**src/rtl/keypad_pkg.sv**
```systemverilog
// Shared types and constants for the 4x4 matrix keypad scanner.
// Keymap, FSM states and per-scan classification.
package keypad_pkg;

  typedef enum logic [1:0] {
    IDLE,
    PRESS,
    HELD
  } state_e;

  typedef enum logic [1:0] {
    NONE,
    SINGLE,
    MULTI
  } scan_e;

  // KEYMAP[row][col] -> hex code printed on the key.
  localparam logic [3:0] KEYMAP [4][4] = '{
    '{4'h1, 4'h2, 4'h3, 4'hA},
    '{4'h4, 4'h5, 4'h6, 4'hB},
    '{4'h7, 4'h8, 4'h9, 4'hC},
    '{4'h0, 4'hF, 4'hE, 4'hD}
  };

  localparam logic [3:0] COL_RESET = 4'b1110;

endpackage

```
**src/rtl/keypad_scanner_sync.sv**
```systemverilog
// Two-flop synchronizer for asynchronous level inputs.
// Resets to all-ones, matching idle pulled-up keypad rows.
module keypad_scanner_sync #(
  parameter int WIDTH = 4
) (
  input  logic             clk,
  input  logic             reset_n,
  input  logic [WIDTH-1:0] d,
  output logic [WIDTH-1:0] q
);

  logic [WIDTH-1:0] meta_q, meta_d;
  logic [WIDTH-1:0] sync_q, sync_d;

  // Shift the raw input through two stages.
  always_comb begin
    meta_d = d;
    sync_d = meta_q;
  end

  // Synchronizer flops.
  always_ff @(posedge clk or negedge reset_n) begin
    if (!reset_n) begin
      meta_q <= '1;
      sync_q <= '1;
    end else begin
      meta_q <= meta_d;
      sync_q <= sync_d;
    end
  end

  assign q = sync_q;

endmodule

```
**src/rtl/keypad_scanner.sv**
```systemverilog
// Column-multiplexed 4x4 keypad scanner with whole-scan debounce.
// Emits a one-cycle key_valid pulse with the accepted hex key code.
module keypad_scanner
  import keypad_pkg::*;
#(
  parameter int SCAN_CYCLES    = 100000,
  parameter int DEBOUNCE_SCANS = 4
) (
  input  logic       clk,
  input  logic       reset_n,
  input  logic [3:0] row,
  output logic [3:0] col,
  output logic [3:0] key_code,
  output logic       key_valid,
  output logic       key_down
);

  localparam int DW = $clog2(SCAN_CYCLES);
  localparam int CW = $clog2(DEBOUNCE_SCANS + 1);
  localparam logic [DW-1:0] DWELL_LAST = DW'(SCAN_CYCLES - 1);
  localparam logic [CW-1:0] DB_TARGET  = CW'(DEBOUNCE_SCANS);

  logic [3:0]    row_s;
  logic [DW-1:0] dwell_q, dwell_d;
  logic [3:0]    col_q, col_d;
  logic [11:0]   samp_q, samp_d;
  state_e        state_q, state_d;
  logic [3:0]    cand_q, cand_d;
  logic [CW-1:0] cnt_q, cnt_d;
  logic [CW-1:0] rel_q, rel_d;
  logic [3:0]    code_q, code_d;
  logic          valid_q, valid_d;

  logic          sample;
  logic          scan_end;
  logic [15:0]   full;
  logic [4:0]    nclosed;
  logic [3:0]    res_code;
  scan_e         res;

  keypad_scanner_sync #(.WIDTH(4)) u_row_sync (
    .clk     (clk),
    .reset_n (reset_n),
    .d       (row),
    .q       (row_s)
  );

  // Column dwell timing; sample rows on the last dwell cycle.
  always_comb begin
    sample   = (dwell_q == DWELL_LAST);
    scan_end = sample && !col_q[3];
    dwell_d  = sample ? '0 : dwell_q + DW'(1);
    col_d    = sample ? {col_q[2:0], col_q[3]} : col_q;
    samp_d   = sample ? {~row_s, samp_q[11:4]} : samp_q;
    full     = {~row_s, samp_q};
  end

  // Classify the 16 closure samples of the scan just finished.
  always_comb begin
    nclosed  = '0;
    res_code = '0;
    for (int c = 0; c < 4; c++) begin
      for (int r = 0; r < 4; r++) begin
        if (full[c*4+r]) begin
          nclosed  = nclosed + 5'd1;
          res_code = KEYMAP[r][c];
        end
      end
    end
    if (nclosed == 5'd0)
      res = NONE;
    else if (nclosed == 5'd1)
      res = SINGLE;
    else
      res = MULTI;
  end

  // Debounce FSM, stepped once per completed scan.
  always_comb begin
    state_d = state_q;
    cand_d  = cand_q;
    cnt_d   = cnt_q;
    rel_d   = rel_q;
    code_d  = code_q;
    valid_d = 1'b0;
    if (scan_end) begin
      unique case (state_q)
        IDLE: begin
          if (res == SINGLE) begin
            cand_d = res_code;
            cnt_d  = CW'(1);
            if (DEBOUNCE_SCANS == 1) begin
              state_d = HELD;
              code_d  = res_code;
              valid_d = 1'b1;
              rel_d   = '0;
            end else begin
              state_d = PRESS;
            end
          end
        end
        PRESS: begin
          if (res != SINGLE) begin
            state_d = IDLE;
          end else if (res_code != cand_q) begin
            cand_d = res_code;
            cnt_d  = CW'(1);
          end else if (cnt_q + CW'(1) == DB_TARGET) begin
            state_d = HELD;
            code_d  = cand_q;
            valid_d = 1'b1;
            rel_d   = '0;
          end else begin
            cnt_d = cnt_q + CW'(1);
          end
        end
        HELD: begin
          if (res != NONE) begin
            rel_d = '0;
          end else if (rel_q + CW'(1) == DB_TARGET) begin
            state_d = IDLE;
            rel_d   = '0;
          end else begin
            rel_d = rel_q + CW'(1);
          end
        end
        default: state_d = IDLE;
      endcase
    end
  end

  // Scanner and FSM state registers.
  always_ff @(posedge clk or negedge reset_n) begin
    if (!reset_n) begin
      dwell_q <= '0;
      col_q   <= COL_RESET;
      samp_q  <= '0;
      state_q <= IDLE;
      cand_q  <= '0;
      cnt_q   <= '0;
      rel_q   <= '0;
      code_q  <= '0;
      valid_q <= 1'b0;
    end else begin
      dwell_q <= dwell_d;
      col_q   <= col_d;
      samp_q  <= samp_d;
      state_q <= state_d;
      cand_q  <= cand_d;
      cnt_q   <= cnt_d;
      rel_q   <= rel_d;
      code_q  <= code_d;
      valid_q <= valid_d;
    end
  end

  assign col       = col_q;
  assign key_code  = code_q;
  assign key_valid = valid_q;
  assign key_down  = (state_q == HELD);

endmodule

```
**config.mk**
```make
export PLATFORM = sky130hd
export DESIGN_NAME = keypad_scanner
export DESIGN_NICKNAME = d
export VERILOG_FILES = /design/src/rtl/keypad_pkg.sv /design/src/rtl/keypad_scanner_sync.sv /design/src/rtl/keypad_scanner.sv
export SDC_FILE = /design/constraint.sdc
export NUM_CORES = 1
export LEC_CHECK = 0
export CAP_MARGIN = 10
export CORE_MARGIN = 1
export CORE_UTILIZATION = 30
export CTS_BUF_LIST = sky130_fd_sc_hd__clkbuf_2 sky130_fd_sc_hd__clkbuf_4 sky130_fd_sc_hd__clkbuf_8
export CTS_CLUSTER_SIZE = 8
export DETAILED_ROUTE_END_ITERATION = 8
export PLACE_DENSITY_LB_ADDON = 0.3
export SLEW_MARGIN = 15
export SYNTH_ARGS = -nofsm -noshare
export SYNTH_HDL_FRONTEND = slang
export SYNTH_SLANG_ARGS = --single-unit
```
**constraint.sdc**
```tcl
create_clock -name clk -period 27.8 [get_ports clk]
set_input_delay 8.34 -clock clk [delete_from_list [all_inputs] [get_ports clk]]
set_output_delay 8.34 -clock clk [all_outputs]
set_load 0.01 [all_outputs]
```
==> out/results.ini <==
[clock_network]
postCtsHoldBufs=0
tritoncts=yes
clock-root-buffer=clkbuf_8
cts-buffers-inserted=9
worst_skew_pair.late_latency_ns=0.35
cts-root-to-sink-buffers=2
cts_setup_buffers=0
postCtsResizedCells=0
cts.htree.levels=3
clock_pin_slew_reported_for_the_worst_setup_and_hold_paths_after_clock_tree_synthesis_ns=0.07
clock_sinks=58

[global_routing]
vias_in_the_first_global_route=3207
antenna_found_initial=0
grtUsageTotal=0.1270
grt_start_max_net_pins=59
grt_first_pass_wirelength_um=15210
grt-ovfl-total=0

[die]
design.die.area_um2=15060
initial_cell_density_of_the_core=0.3112
core_area_um2=14040
rows=43
die_width_um=122.7
die_h_um=122.7
pin_count=16

[power_and_ir_drop]
power.share.switching=0.2148
power_per_cell_area_nw_per_um2=37.33
power.sequential.fraction=0.472
comb_power_share=0.053
clockPowerShare=0.475
peakVddDrop_v=0.00002885
cell_internal_pwr_mw=0.1439
power_switching_mw=0.03936
power.total_mw=0.1832
leak_nw=2.099

[sta]
final-setup-viol-count=0
worst_margin_slew_ns=0.7124
final_hold_viol_count=0
post-route-min-period_ns=10.19
timing.slew.headroom=0.5250
rsz0062_at_grt=no
layout_worst_path_cycle_share=0.3664
final-max-slew-violation-count=0
finClkSkew_ns=0.009929
setup_tns_ns=0
clock.fmax_mhz=98.17

[setup_path]
crit_path_max_fanout=9
crit_type=flip-flop to flip-flop
critical_path.startpoint_type=flip-flop
cp_slowest_cell=or4b_1
required_ns=28.07
setup.reg_to_reg.worst_slack_ns=17.61
most_used_cell_along_the_critical_path=ha_1
worst_path_largest_cell_delay_ns=0.68
critical_path_arrival_ns=10.45
end_kind=flip-flop

[detailed_routing]
routed_via_density=4.985
drc=0
routed_wl_um=8620
antenna_violating_nets_post_route=0
route.vias.total=3255
drt-wirelength-per-cell_um=13.20
drt-pass1-iter-count=4
drt-initial-drc-count=102

[layout]
syn2layout_area_growth_pct=12.31
diodes_inserted=0
mostFrequentLayoutCell=dfrtp_1
drive_above_1_share=0.1332
final.fill_count=1405
most-common-layout-cells=dfrtp_1, nand2_1, nor2_1
nets_final=495
final_cell_area_um2=4908

[logic_synthesis]
ys_seq_elements=58
primary_flip_flop_cell_chosen_by_synthesis_mapping=dfrtp_1
postSynth.asyncResetShare=1.000
number_of_synthesis_warnings=0
synth_cells=461
synthDominantAreaCellType=dfrtp_1
mappedNetlistArea_um2=4370
syn_nets=488
synth_edf_count=0
syn-mean-instance-area_um2=9.480
synth_top_area_share=0.2691
ys_seq_area_frac=0.3352
synth_area_leaders=dfrtp_1, xnor2_1, dfstp_2, ha_1, xor2_1
count_of_different_cell_masters_after_synthesis=73

[outcome]
run_status=complete, no violations

[run]
cap_violations=0

[place]
routabilityCongestion=0.7660
dp_hpwl_um=6464
buffer_ports.inserted=15
post_dp_cell_area_um2=4678

[min_path]
holdCritPathClass=flip-flop to flip-flop

[path summary, 6_finish.rpt]
check                                startpoint         endpoint  cells after the start
max                                   samp_q[0]        cand_q[3]                     47
min                        u_row_sync.meta_q[2]  u_row_sync.q[2]                      0
max reg2reg                           samp_q[0]        cand_q[3]                     47
min reg2reg                u_row_sync.meta_q[2]  u_row_sync.q[2]                      0
max in group asynchronous               reset_n        cand_q[1]                      2
min in group asynchronous               reset_n         rel_q[1]                      2
[power by group through the flow]
| stage | clock network (mW) | logic, mW | registers [mW] |
|---|---|---|---|
| after floorplan | 0 | 0.00717 | 0.0871 |
| after global placement | 0 | 0.00965 | 0.0879 |
| after detailed placement | 0 | 0.00979 | 0.0879 |
| after CTS | 0.0896 | 0.00986 | 0.0864 |
| after global routing | 0.0937 | 0.0113 | 0.0865 |
| final | 0.0870 | 0.00972 | 0.0865 |
[synthesized netlist by cell type (11+ instances only)]
| cell | count |
|---|---|
| a21oi_1 | 14 |
| clkbuf_1 | 15 |
| dfrtp_1 | 47 |
| dfstp_2 | 11 |
| ha_1 | 21 |
| inv_1 | 24 |
| nand2_1 | 40 |
| nand3_1 | 14 |
| nor2_1 | 36 |
| o21ai_0 | 19 |
| xnor2_1 | 35 |
| xor2_1 | 22 |
[kinds of logic after synthesis]
| family | count (synthesis) | synth area share |
|---|---|---|
| compound gates | 78 | 0.1286 |
| fa+ha+maj | 21 | 0.06012 |
| mux | 25 | 0.06155 |
| flops | 58 | 0.3352 |
| buf+inv | 47 | 0.04151 |
| xor+xnor | 69 | 0.1698 |
| simple gates | 163 | 0.2033 |
[metal layers]
layer  track usage  vias up  routed length, um
li1              -     1636                  -
met1        0.1676     1573               4331
met2        0.2019       35               3967
met3       0.02649       11                169
met4       0.05030        0                152
met5             0        -                  0
[registers in the layout, summed over array words and instances, names as in the netlist, 3 cells and up]
register / count
dwell_q: 17
key_code: 4
samp_q: 12
cnt_q: 3
u_row_sync.meta_q: 4
u_row_sync.q: 4
cand_q: 4
rel_q: 3
col: 4
[area by class of cell]
| cell class | count | area [um2] | area share |
|---|---|---|---|
| flip-flops and latches | 58 | 1465 | 0.2985 |
| clock inverters | 1 | 30.03 | 0.006118 |
| multi-input cells | 356 | 2730 | 0.5562 |
| clock buffers | 15 | 200.2 | 0.04079 |
| inverters | 26 | 97.59 | 0.01988 |
| well taps | 180 | 225.2 | 0.04588 |
| repair buffers | 17 | 160.2 | 0.03263 |
[critical path: cells and delay by family, from the launching register on]
family          cells  cell delay (ns)
fa+ha+maj          14             4.09
compound gates     13             2.37
simple gates       11             2.08
mux                 3             0.61
flops               1             0.37
xor+xnor            2             0.34
buf+inv             4             0.24
[metrics by stage]
stage / setup WS, ns / utilization / instances / hold WS (ns)
after floorplan: 18.53 / - / 461 / 0.3452
after global placement: 17.98 / 0.3332 / 637 / 0.3471
after detailed placement: 17.67 / 0.3332 / 637 / 0.3487
after CTS: 17.64 / 0.3496 / 653 / 0.3571
after global routing: 16.77 / 0.3496 / 653 / 0.3589
final: 17.61 / 0.3496 / 653 / 0.3558
(Power assumes the default switching activity.)
